==> config.mk <==
export PLATFORM = sky130hd
export DESIGN_NAME = div_sequencer
export DESIGN_NICKNAME = d
export VERILOG_FILES = /design/src/rtl/m_ext_pkg.sv /design/src/rtl/div_step.sv /design/src/rtl/div_sequencer.sv
export SDC_FILE = /design/constraint.sdc
export NUM_CORES = 1
export LEC_CHECK = 0
export BUFFER_PORTS_ARGS = -buffer_cell sky130_fd_sc_hd__buf_2
export CAP_MARGIN = 25
export CORE_ASPECT_RATIO = 0.75
export CORE_UTILIZATION = 30
export DETAILED_ROUTE_END_ITERATION = 16
export PLACE_DENSITY = 0.58
export SYNTH_ARGS = -nofsm -noshare
export SYNTH_HDL_FRONTEND = slang
export SYNTH_SLANG_ARGS = --single-unit
==> constraint.sdc <==
create_clock -name CLK -period 3.1 [get_ports CLK]
set_clock_uncertainty 0.05 [all_clocks]
set_input_delay 0.31 -clock CLK [delete_from_list [all_inputs] [get_ports CLK]]
set_output_delay 0.31 -clock CLK [all_outputs]
set_load 0.02 [all_outputs]
==> src/rtl/m_ext_pkg.sv <==
// Shared definitions for the RV32M divide/remainder sequencer.
package m_ext_pkg;

  localparam int XLEN = 32;

  localparam logic [2:0] FUNCT3_DIV  = 3'b100;
  localparam logic [2:0] FUNCT3_DIVU = 3'b101;
  localparam logic [2:0] FUNCT3_REM  = 3'b110;
  localparam logic [2:0] FUNCT3_REMU = 3'b111;

  typedef enum logic [1:0] {
    ST_IDLE,
    ST_CALC,
    ST_FIX,
    ST_DONE
  } div_state_t;

  // DIV and REM are signed. Anything with bit2 clear decodes as DIVU.
  function automatic logic is_signed_op(input logic [2:0] f3);
    return f3[2] & ~f3[0];
  endfunction

  // REM and REMU return the remainder. Every other code returns the quotient.
  function automatic logic is_rem_op(input logic [2:0] f3);
    return f3[2] & f3[1];
  endfunction

endpackage

==> src/rtl/div_step.sv <==
// One combinational restoring-division step.
module div_step #(
  parameter int XLEN = 32
) (
  input  logic [XLEN-1:0] rem_in,
  input  logic [XLEN-1:0] quo_in,
  input  logic [XLEN-1:0] divisor,
  output logic [XLEN-1:0] rem_out,
  output logic [XLEN-1:0] quo_out
);

  logic [XLEN:0] shifted;

  // Shift the next dividend bit into the partial remainder.
  // Subtract the divisor when it fits and record the quotient bit.
  always_comb begin
    shifted = {rem_in, quo_in[XLEN-1]};
    if (shifted >= {1'b0, divisor}) begin
      // The difference is below the divisor, so it fits in XLEN bits.
      rem_out = shifted[XLEN-1:0] - divisor;
      quo_out = {quo_in[XLEN-2:0], 1'b1};
    end else begin
      rem_out = shifted[XLEN-1:0];
      quo_out = {quo_in[XLEN-2:0], 1'b0};
    end
  end

endmodule

==> src/rtl/div_sequencer.sv <==
// Multi-cycle DIV/DIVU/REM/REMU sequencer for the execute stage.
// It runs an iterative restoring divider and holds the pipeline with stall.
module div_sequencer #(
  parameter int XLEN            = m_ext_pkg::XLEN,
  parameter int STEPS_PER_CYCLE = 1
) (
  input  logic            CLK,
  input  logic            RESET,
  input  logic            start,
  input  logic [2:0]      func3,
  input  logic [XLEN-1:0] dividend,
  input  logic [XLEN-1:0] divisor,
  input  logic            flush,
  output logic            stall,
  output logic            busy,
  output logic            done,
  output logic [XLEN-1:0] result
);
  import m_ext_pkg::*;

  localparam int CALC_CYCLES = XLEN / STEPS_PER_CYCLE;
  localparam int CW          = $clog2(CALC_CYCLES + 1);
  localparam logic [CW-1:0]   LAST_CNT = CW'(CALC_CYCLES - 1);
  localparam logic [XLEN-1:0] MIN_NEG  = {1'b1, {(XLEN-1){1'b0}}};

  div_state_t      state_q, state_d;
  logic [CW-1:0]   cnt_q;
  logic [XLEN-1:0] rem_q, quo_q, dsr_q;
  logic            neg_quo_q, neg_rem_q, sel_rem_q;

  logic            accept, op_signed, op_rem, div_by_zero, sgn_ovf, special;
  logic [XLEN-1:0] dividend_mag, divisor_mag, special_res;
  logic [XLEN-1:0] quo_fix, rem_fix, fix_res;

  logic [XLEN-1:0] rem_chain [STEPS_PER_CYCLE+1];
  logic [XLEN-1:0] quo_chain [STEPS_PER_CYCLE+1];

  // Decode the operation and the operands that are presented in IDLE.
  always_comb begin
    accept       = start & ~flush;
    op_signed    = is_signed_op(func3);
    op_rem       = is_rem_op(func3);
    div_by_zero  = (divisor == '0);
    sgn_ovf      = op_signed & (dividend == MIN_NEG) & (divisor == '1);
    special      = div_by_zero | sgn_ovf;
    dividend_mag = (op_signed & dividend[XLEN-1]) ? -dividend : dividend;
    divisor_mag  = (op_signed & divisor[XLEN-1])  ? -divisor  : divisor;
    special_res  = '0;
    if (div_by_zero)
      special_res = op_rem ? dividend : '1;
    else
      special_res = op_rem ? '0 : MIN_NEG;
  end

  // Chain STEPS_PER_CYCLE restoring steps from the registered partial state.
  assign rem_chain[0] = rem_q;
  assign quo_chain[0] = quo_q;

  for (genvar g = 0; g < STEPS_PER_CYCLE; g++) begin : g_step
    div_step #(.XLEN(XLEN)) u_step (
      .rem_in  (rem_chain[g]),
      .quo_in  (quo_chain[g]),
      .divisor (dsr_q),
      .rem_out (rem_chain[g+1]),
      .quo_out (quo_chain[g+1])
    );
  end

  // Restore the signs and select the quotient or the remainder.
  always_comb begin
    quo_fix = neg_quo_q ? -quo_q : quo_q;
    rem_fix = neg_rem_q ? -rem_q : rem_q;
    fix_res = sel_rem_q ? rem_fix : quo_fix;
  end

  // State register.
  always_ff @(posedge CLK) begin
    if (!RESET)
      state_q <= ST_IDLE;
    else
      state_q <= state_d;
  end

  // Next-state logic. Flush returns to IDLE from any state.
  always_comb begin
    state_d = state_q;
    unique case (state_q)
      ST_IDLE: if (accept) state_d = special ? ST_DONE : ST_CALC;
      ST_CALC: begin
        if (flush)                  state_d = ST_IDLE;
        else if (cnt_q == LAST_CNT) state_d = ST_FIX;
      end
      ST_FIX:  state_d = flush ? ST_IDLE : ST_DONE;
      ST_DONE: state_d = ST_IDLE;
      default: state_d = ST_IDLE;
    endcase
  end

  // Datapath: operand latch, iteration, counter, and result register.
  always_ff @(posedge CLK) begin
    if (!RESET) begin
      cnt_q     <= '0;
      result    <= '0;
      rem_q     <= '0;
      quo_q     <= '0;
      dsr_q     <= '0;
      neg_quo_q <= 1'b0;
      neg_rem_q <= 1'b0;
      sel_rem_q <= 1'b0;
    end else begin
      unique case (state_q)
        ST_IDLE: begin
          if (accept) begin
            rem_q     <= '0;
            quo_q     <= dividend_mag;
            dsr_q     <= divisor_mag;
            neg_quo_q <= op_signed & (dividend[XLEN-1] ^ divisor[XLEN-1]);
            neg_rem_q <= op_signed & dividend[XLEN-1];
            sel_rem_q <= op_rem;
            if (special) result <= special_res;
          end
        end
        ST_CALC: begin
          rem_q <= rem_chain[STEPS_PER_CYCLE];
          quo_q <= quo_chain[STEPS_PER_CYCLE];
          cnt_q <= (cnt_q == LAST_CNT) ? '0 : cnt_q + CW'(1);
        end
        ST_FIX: begin
          if (!flush) result <= fix_res;
        end
        default: ;
      endcase
      if (flush) cnt_q <= '0;
    end
  end

  // Status outputs. Stall is forced low while reset is asserted.
  always_comb begin
    busy  = (state_q != ST_IDLE);
    done  = (state_q == ST_DONE);
    stall = RESET & (((state_q == ST_IDLE) & start & ~flush) |
                     (state_q == ST_CALC) | (state_q == ST_FIX));
  end

endmodule

==> results of run 1 <==
cell usage after synthesis (3+ instances only):
cell type / number / area share [%]
nor3_1: 18 / 0.87
nor2b_1: 6 / 0.36
nor2_1: 135 / 4.9
o31ai_1: 26 / 1.9
a22oi_1: 33 / 2.4
nand3b_1: 3 / 0.22
dfxtp_1: 139 / 27
nand2_1: 154 / 5.6
inv_1: 51 / 1.8
a211oi_1: 33 / 2.4
mux2i_1: 13 / 1.3
a221oi_1: 4 / 0.34
nand2b_1: 14 / 0.84
o221ai_1: 5 / 0.42
o21bai_1: 10 / 0.72
a21oi_1: 125 / 6.0
xor2_1: 63 / 5.3
a31oi_1: 7 / 0.42
o21ai_0: 103 / 5.0
and3_1: 8 / 0.48
ha_1: 38 / 4.6
and2_1: 7 / 0.42
o41ai_1: 15 / 1.3
or3_1: 20 / 1.2
nand4_1: 20 / 1.2
o31a_1: 4 / 0.34
clkbuf_1: 76 / 2.7
o211ai_1: 29 / 2.1
xnor2_1: 84 / 7.1
nand3_1: 21 / 1.0
nor4_1: 15 / 0.90
a21o_1: 18 / 1.3
o22ai_1: 5 / 0.30
nor3b_1: 4 / 0.29
a311oi_2: 18 / 2.6
or4_1: 12 / 0.87
a32oi_1: 6 / 0.50
buf_6: 4 / 0.43
a311oi_1: 3 / 0.25
registers in the layout, summed over array words and instances (netlist names):
| name | cells |
|---|---|
| cnt_q | 6 |
| dsr_q | 32 |
| neg_quo_q | 1 |
| neg_rem_q | 1 |
| quo_q | 32 |
| rem_q | 32 |
| result | 32 |
| sel_rem_q | 1 |
| state_q | 2 |
worst max-delay path, cell delays in order:
cell	delay, ns
buf_2	0.11
or4_4	0.54
or3_4	0.34
or4_4	0.43
or4_4	0.52
o21ai_4	0.14
a21oi_2	0.12
nor3_4	0.21
buf_4	0.18
clkbuf_16	0.19
mux2i_1	0.19
nor2_1	0.05
per-layer routing:
metal	track usage (%)	wire [um]	part of all wire (%)	vias up
li1	-	-	-	5370
met1	33.1	19500	53	5146
met2	28.0	14300	39	432
met3	3.22	2920	7.9	35
met4	4.99	388	1.0	0
met5	0	0	0	-
through the flow:
step                      std cells  utilization, %  TNS, ns
after global placement         1976            35.9    -9.41
after global routing           2015            38.3   -0.124
final                          2015            38.3        0
after detailed placement       1976            35.9   -11.75
after CTS                      2009            37.9        0
after floorplan                1382               -    -1.75
repair_timing:
action | in CTS | in global routing
buffers inserted | 1 | 5
gates resized for setup | 8 | 18
cloned | 0 | 1
hold buffers | 0 | 0
pin swaps | 3 | 8
setup endpoints to repair | 15 | 53
power groups by stage:
stage / Sequential [mW] / Clock, mW / Combinational, mW
after CTS: 1.92 / 2.27 / 1.39
after floorplan: 1.94 / 0 / 0.860
after global placement: 1.96 / 0 / 1.34
final: 1.92 / 2.24 / 1.43
after detailed placement: 1.96 / 0 / 1.35
after global routing: 1.93 / 2.34 / 1.56
final timing paths:
kind / startpoint / end / slack (ns) / cells after the start
max: divisor[14] / result[22] / 0.02 / 12
min: divisor[31] / dsr_q[31] / 0.13 / 3
max reg2reg: dsr_q[2] / rem_q[12] / 0.08 / 13
min reg2reg: dsr_q[31] / dsr_q[31] / 0.41 / 2
kinds of logic (layout without fill, tap and decap cells):
kind of cell	count (synthesis)	count (layout)
multiplexers	14	14
flip-flops	139	139
XOR/XNOR	147	147
buffers and inverters	138	321
AO/OA/AOI/OAI	459	459
adder cells (fa/ha/maj)	39	39
AND/OR/NAND/NOR	446	446
cell type report:
cell class | instances | area (sq um)
clock buffers | 26 | 529
multi-input cells | 1105 | 7190
repair buffers | 237 | 1590
inverters | 52 | 198
fillers | 3587 | 20900
clock inverters | 6 | 105
well taps | 450 | 563
flip-flops and latches | 139 | 2780
cell usage in the layout (no fill, tap or decap), types with 5 or more instances in the layout:
cell type and n:
o21ai_0 99, buf_2 105, a311oi_2 18, or4_1 11, a22oi_1 33, clkinv_2 5, nor3_1 17, o31ai_1 26
xor2_1 63, clkbuf_16 18, a21o_1 18, xnor2_1 84, nor4_1 15, and3_1 8, nor2_1 133, clkbuf_8 7
ha_1 36, nand3_1 21, or3_1 19, inv_1 50, o211ai_1 29, nand4_1 20, mux2i_1 12, nand2_1 154
o21bai_1 9, nor2b_1 5, and2_1 7, a21oi_1 121, a211oi_1 32, a31oi_1 6, o41ai_1 15, o221ai_1 5
o22ai_1 5, nand2b_1 14, dfxtp_1 139, a32oi_1 6, buf_4 126
==> flow_summary_export.csv, run 1 <==
group,metric,value,unit
synth,netlist_area,10400,sq um
critical_path,critPathMaxFanout,16,
drt,viasPerCell,5.45,
synth,synth-adder-area-share,4.76,%
drt,ant_nets,0,
pwr,p_int,3.85,mW
min_path,holdCritPathClass,"in -> reg",
floorplanning,core-area,33800,sq um
sta,setup_ws,0.0182,ns
layout,antenna_cells,0,
sta,slew_headroom,35.6,%
pwr,pwr-share-clk,40.0,%
synth,synth_nets,1492,
sta,max_freq,324,MHz
cts,cts-root-buf,"clkbuf_16",
pwr,finalPower,5.59,mW
pwr,p_seq_share,34.4,%
synth,synth.area.mux_share,1.36,%
drt,first_iter_violations,1221,
run_status,outcome,"completed",
floorplanning,fp-row-count,58,
synth,seq_area_frac_synth,26.7,%
global_routing,grtUsageTotal,20.8,%
cts,cts_tree,"yes",
critical_path,crit_required,3.35,ns
pwr,cellPowerDensity,431,nW/um^2
cts,clock-sinks,139,
placed_design,place.gp.congestion,0.870,
placed_design,port_buffers,105,
pwr,peakVddDrop,331,uV
synth,synthFlopType,"dfxtp_1",
sta,setup_violations,0,
cts,path_clk_slew,0.06,ns
layout,fin_nets,1662,
global_routing,grt_pass1_vias,9861,
cts,clkLatencyLatePin,0.45,ns
synth,synth-simple-area-share,20.0,%
pwr,combPwrFrac,25.6,%
synth,yosys_warnings,0,
floorplanning,die-area,35500,sq um
drt,first_pass_iters,5,
synth,synth_cell_types,62,
placed_design,dp_hpwl,28.8,mm
layout,design_area,13000,sq um
drt,wl,37.2,mm
pwr,switching_share,31.1,%
sta,slew_violations,0,
drt,wl_per_cell,18.5,um
critical_path,crit_arrival,3.33,ns
sta,whs,0.128,ns
drt,drc_errors,0,
sta,worst_pin_slew,0.967,ns
sta,finalHoldViolations,0,
critical_path,crit_path_start_kind,"primary input",
drt,vias,11000,
sta,period_share,99.4,%
synth,netlist_instances,1382,
cts,cts_buffer_depth,2,
cts,numCtsBuffers,17,
pwr,total_leakage_power,5.13,nW
placed_design,post_dp_cell_area,12100,sq um
floorplanning,start_util,30.8,%
global_routing,gr-total-overflow,0,
floorplanning,die_w,217,um
global_routing,antenna_found_initial,0,
floorplanning,die_h,163,um
pwr,switchingPower,1.74,mW
run,maxCapViolations,0,
synth,synth_compound_area_share,29.4,%
synth,synth_seq_cells,139,
synth,synth_xor_area_share,12.4,%
synth,async_reset_ff_share,0,%
cts,htreeDepth,4,
global_routing,grt_pass1_wl,57.0,mm
critical_path,cp-end-kind,"register",
critical_path,crit_type,"in -> reg",
layout,final_layout_size_suffix_gt1_share,20.3,%
synth,avgSynthCellArea,7.53,sq um
global_routing,grt_max_degree,62,
floorplanning,ioPinCount,106,
synth,synth_enable_flop_cells,0,
sta,period_needed,3.08,ns
placed_design,preCtsSetupSlack,-0.403,ns
layout,area_growth,24.4,%
synth,synth_top_family_by_area,"compound AO/OA/AOI/OAI gates",
Power figures use the tool's default switching activity.
==> run 2: changes to the inputs <==
Settings changed: CTS_BUF_LIST from default to sky130_fd_sc_hd__clkbuf_8.
==> flow_summary_export.csv, run 2 (same netlist as run 1, synthesis figures left out) <==
group,metric,value,unit
run_status,outcome,"completed",
critical_path,crit_path_start_kind,"primary input",
pwr,peakVddDrop,213,uV
critical_path,regToRegSetupSlack,0.07,ns
layout,fin_nets,1660,
placed_design,dp_hpwl,28.8,mm
placed_design,place.gp.congestion,0.870,
layout,final_layout_size_suffix_gt1_share,19.8,%
drt,drc_errors,0,
min_path,holdCritPathClass,"in -> reg",
pwr,combPwrFrac,28.1,%
min_path,hp-start,"divisor[31]",
drt,vias,11000,
sta,finalHoldViolations,0,
min_path,hold_depth,3,
layout,design_area,12700,sq um
placed_design,post_dp_cell_area,12100,sq um
critical_path,crit_arrival,3.36,ns
pwr,p_int,3.36,mW
pwr,pwr-share-clk,33.8,%
floorplanning,ioPinCount,106,
sta,slew_headroom,36.5,%
cts,cts_buffer_depth,2,
sta,finalSetupTns,0,ns
cts,path_clk_slew,0.08,ns
floorplanning,die_h,163,um
cts,numCtsBuffers,17,
layout,area_growth,22.1,%
critical_path,r2r-start,"dsr_q[0]",
sta,worst_pin_slew,0.953,ns
critical_path,crit_type,"in -> reg",
cts,clkLatencyLatePin,0.50,ns
critical_path,worst_r2r_path_depth,14,
drt,ant_nets,0,
floorplanning,die_w,217,um
pwr,switchingPower,1.68,mW
cts,cts-root-buf,"clkbuf_8",
global_routing,antenna_found_initial,0,
drt,wl,36.9,mm
layout,final_common_cell,"nand2_1",
placed_design,preCtsSetupSlack,-0.403,ns
critical_path,rr_endpoint,"rem_q[30]",
pwr,finalPower,5.04,mW
critical_path,crit_required,3.41,ns
cts,htreeDepth,4,
global_routing,grtUsageTotal,20.7,%
sta,slew_violations,0,
cts,clock-sinks,139,
sta,max_freq,328,MHz
pwr,cellPowerDensity,397,nW/um^2
global_routing,grt_max_degree,62,
floorplanning,core-area,33800,sq um
layout,final_cell_mix,"154 x nand2_1, 139 x dfxtp_1, 133 x nor2_1, 125 x buf_4, 122 x a21oi_1",
run,maxCapViolations,0,
floorplanning,die-area,35500,sq um
drt,first_pass_iters,5,
critical_path,critPathMaxFanout,16,
pwr,switching_share,33.3,%
min_path,min_to,"dsr_q[31]",
floorplanning,fp-row-count,58,
pwr,total_leakage_power,5.03,nW
sta,period_needed,3.05,ns
drt,viasPerCell,5.46,
critical_path,cp-end-kind,"register",
global_routing,grt_pass1_wl,56.7,mm
sta,setup_violations,0,
drt,first_iter_violations,1088,
global_routing,grt_pass1_vias,9794,
drt,wl_per_cell,18.3,um
cts,cts_tree,"yes",
global_routing,gr-total-overflow,0,
sta,period_share,98.2,%
layout,antenna_cells,0,
pwr,p_seq_share,38.0,%
floorplanning,start_util,30.8,%
sta,setup_ws,0.0543,ns
layout,utilization,37.6,%
placed_design,port_buffers,105,
==> run 2: worst max-delay path: stages <==
cell and delay [ns]:
buf_2 0.11, or4_4 0.53, or3_1 0.34, or4_1 0.45
or4_4 0.53, o21ai_4 0.14, a21oi_2 0.12, nor3_4 0.22
buf_4 0.19, clkbuf_16 0.18, mux2i_1 0.19, nor2_1 0.05
==> run 2: metal layers <==
metal	global-route usage, %	vias to the layer above	share of wire, %
li1	-	5348	-
met1	33.1	5189	53
met2	27.5	430	38
met3	4.10	23	8.3
met4	3.91	0	0.82
met5	0	-	0
==> run 2: layout make-up <==
class / instances / area [sq um]
timing repair buffer: 235 / 1560
multi-input combinational: 1105 / 7160
sequential: 139 / 2780
inverter: 52 / 198
clock inverter: 8 / 113
tap: 450 / 563
fill: 3629 / 21100
clock buffer: 24 / 330
==> run 2: worst max-delay path by stage <==
stage	startpoint	endpoint	slack (ns)	cells after the start
finish	divisor[14]	result[22]	0.05	12
global placement	divisor[14]	result[9]	-0.33	11
floorplan	divisor[14]	result[0]	-0.07	11
detailed placement	divisor[14]	result[1]	-0.40	11
CTS	quo_q[31]	rem_q[28]	0.001	13
global route	dsr_q[0]	rem_q[30]	-0.02	14
==> run 2: metrics by stage <==
stage / hold WS (ns) / cells
2_1_floorplan: 0.382 / 1382
3_5_place_dp: 0.407 / 1976
4_1_cts: 0.0391 / 2009
5_1_grt: 0.0806 / 2013
6_report: 0.0701 / 2013
3_3_place_gp: 0.395 / 1976
==> run 2: timing repair <==
item | 4_1_cts | 5_1_grt
hold buffers | 0 | 0
setup buffers | 1 | 3
cloned | 0 | 1
pin swaps | 3 | 8
endpoints found under the setup margin | 15 | 37
gates resized for setup | 7 | 11
==> run 2: power by group through the flow <==
stage / Sequential [mW] / Clock, mW / Combinational [mW]
floorplan: 1.94 / 0 / 0.860
global placement: 1.96 / 0 / 1.34
detailed placement: 1.96 / 0 / 1.35
CTS: 1.92 / 1.72 / 1.38
global route: 1.93 / 1.80 / 1.55
finish: 1.92 / 1.71 / 1.42
==> run 3: changes to the inputs <==
Settings changed: GPL_TIMING_DRIVEN from default to 0.
==> flow_summary_export.csv, run 3 (same netlist as run 1, synthesis figures left out) <==
group,metric,value,unit
run_status,outcome,"complete, but fails checks",
run_status,violations,"setup timing",
global_routing,gr-total-overflow,0,
critical_path,crit_path_start_kind,"register",
floorplanning,fp-row-count,58,
layout,stdcell_count,1988,
drt,vias,11200,
drt,first_pass_iters,6,
sta,rsz0062_at_grt,"true",
drt,drc_errors,0,
cts,numCtsBuffers,17,
floorplanning,start_util,30.8,%
cts,path_clk_slew,0.09,ns
placed_design,port_buffers,105,
placed_design,dp_hpwl,31.0,mm
cts,htreeDepth,4,
placed_design,preCtsSetupSlack,-1.04,ns
min_path,hold_depth,3,
min_path,holdCritPathClass,"in -> reg",
drt,wl_per_cell,20.2,um
critical_path,crit_required,3.42,ns
floorplanning,ioPinCount,106,
sta,slew_violations,0,
global_routing,grtUsageMet3,8.66,%
floorplanning,die-area,35500,sq um
global_routing,grtUsageMet2,28.4,%
layout,final_common_cell,"nand2_1",
drt,viasPerCell,5.62,
layout,n_fill_cell,3637,
critical_path,cp-end-kind,"register",
floorplanning,die_w,217,um
critical_path,crit_type,"reg -> reg",
cts,cts-root-buf,"clkbuf_8",
global_routing,grtUsageTotal,22.4,%
cts,cts_tree,"yes",
critical_path,regToRegSetupSlack,-0.05,ns
global_routing,antenna_found_initial,0,
layout,final_cell_mix,"154 x nand2_1, 135 x nor2_1, 119 x a21oi_1, 116 x dfxtp_1, 104 x buf_2",
layout,final_layout_size_suffix_gt1_share,17.3,%
global_routing,grt_max_degree,17,
drt,first_iter_violations,1297,
pwr,peakVddDrop,286,uV
sta,finalHoldViolations,0,
floorplanning,core-area,33800,sq um
cts,holdBufCountCts,0,
global_routing,grt_busiest_layer,"met1",
global_routing,grt_pass1_vias,9892,
sta,max_freq,318,MHz
run,maxCapViolations,0,
drt,ant_nets,0,
pwr,cellPowerDensity,389,nW/um^2
pwr,total_leakage_power,4.66,nW
global_routing,grt_pass1_wl,60.1,mm
cts,cts_buffer_depth,2,
layout,area_growth,20.2,%
sta,period_share,102,%
global_routing,grt_use_met1,34.7,%
sta,period_needed,3.15,ns
cts,clock-sinks,139,
sta,whs,0.105,ns
layout,fin_nets,1638,
placed_design,dp.cells,1939,
floorplanning,die_h,163,um
sta,slew_headroom,36.2,%
cts,clkLatencyLatePin,0.48,ns
placed_design,place.gp.congestion,0.928,
critical_path,worst_r2r_path_depth,12,
sta,setup_ws,-0.0482,ns
critical_path,critPathMaxFanout,3,
layout,antenna_cells,0,
sta,setup_violations,1,
drt,wl,40.2,mm
sta,worst_pin_slew,0.954,ns
critical_path,crit_arrival,3.47,ns
-- run 3: changes by cell type in the layout (fill, tap and decap cells not counted), sizes merged --
cell / change
clkinvlp: +3
bufinv: -2
a21oi: +1
clkbuf: +68
clkinv: -2
buf: -92
inv: -1
-- run 3: critical path: stages, from the launching register on --
cell and delay, ns:
dfxtp_2 0.41, ha_4 0.16, inv_2 0.04, fa_2 0.43, a211oi_4 0.29, o21bai_2 0.12
a21oi_2 0.22, o21ai_2 0.09, a221o_1 0.38, a221o_1 0.36, a31oi_1 0.23, xor2_1 0.16
o21ai_1 0.09
-- run 3: path summary, 6_finish.rpt --
path / start / to
setup / recovery: dsr_q[0] / rem_q[28]
hold / removal: divisor[31] / dsr_q[31]
setup reg to reg: dsr_q[0] / rem_q[28]
hold reg to reg: dsr_q[22] / dsr_q[22]
-- run 3: metrics by stage --
| step | setup TNS (ns) | power (mW) | cell area [sq um] | util (%) |
|---|---|---|---|---|
| 3_5_place_dp | -54.31 | 3.21 | 11500 | 34.0 |
| 5_1_grt | -0.163 | 5.10 | 12500 | 37.0 |
| 2_1_floorplan | -1.75 | 2.80 | 10400 | - |
| 6_report | -0.0482 | 4.87 | 12500 | 37.0 |
| 4_1_cts | -0.0134 | 4.75 | 12200 | 36.1 |
| 3_3_place_gp | -56.37 | 3.20 | 11500 | 34.0 |
-- run 3: layout make-up --
| class | instances | area [sq um] | area share, % |
|---|---|---|---|
| Sequential cell | 139 | 2820 | 22.5 |
| Tap cell | 450 | 563 | 4.50 |
| Buffer | 78 | 370 | 2.96 |
| Multi-Input combinational cell | 1106 | 7330 | 58.6 |
| Clock inverter | 6 | 62.6 | 0.500 |
| Timing Repair Buffer | 134 | 853 | 6.82 |
| Clock buffer | 23 | 317 | 2.53 |
| Inverter | 52 | 196 | 1.57 |
-- run 3: layer usage --
metal / up-vias / wire [um]
met5: - / 0
met4: 0 / 324
met3: 27 / 4760
met2: 552 / 14900
met1: 5287 / 20200
li1: 5304 / -
-- run 3: what timing repair did --
item / 4_1_cts / 5_1_grt
cloned: 5 / 1
setup buffers: 10 / 12
endpoints found under the hold margin: 0 / 0
endpoints found under the setup margin: 65 / 65
resized for setup: 57 / 55
pin swaps: 9 / 20
-- run 3: power breakdown --
part / internal [mW] / switching [mW]
combinational: 0.557 / 0.871
sequential: 1.85 / 0.0872
clock: 0.746 / 0.754
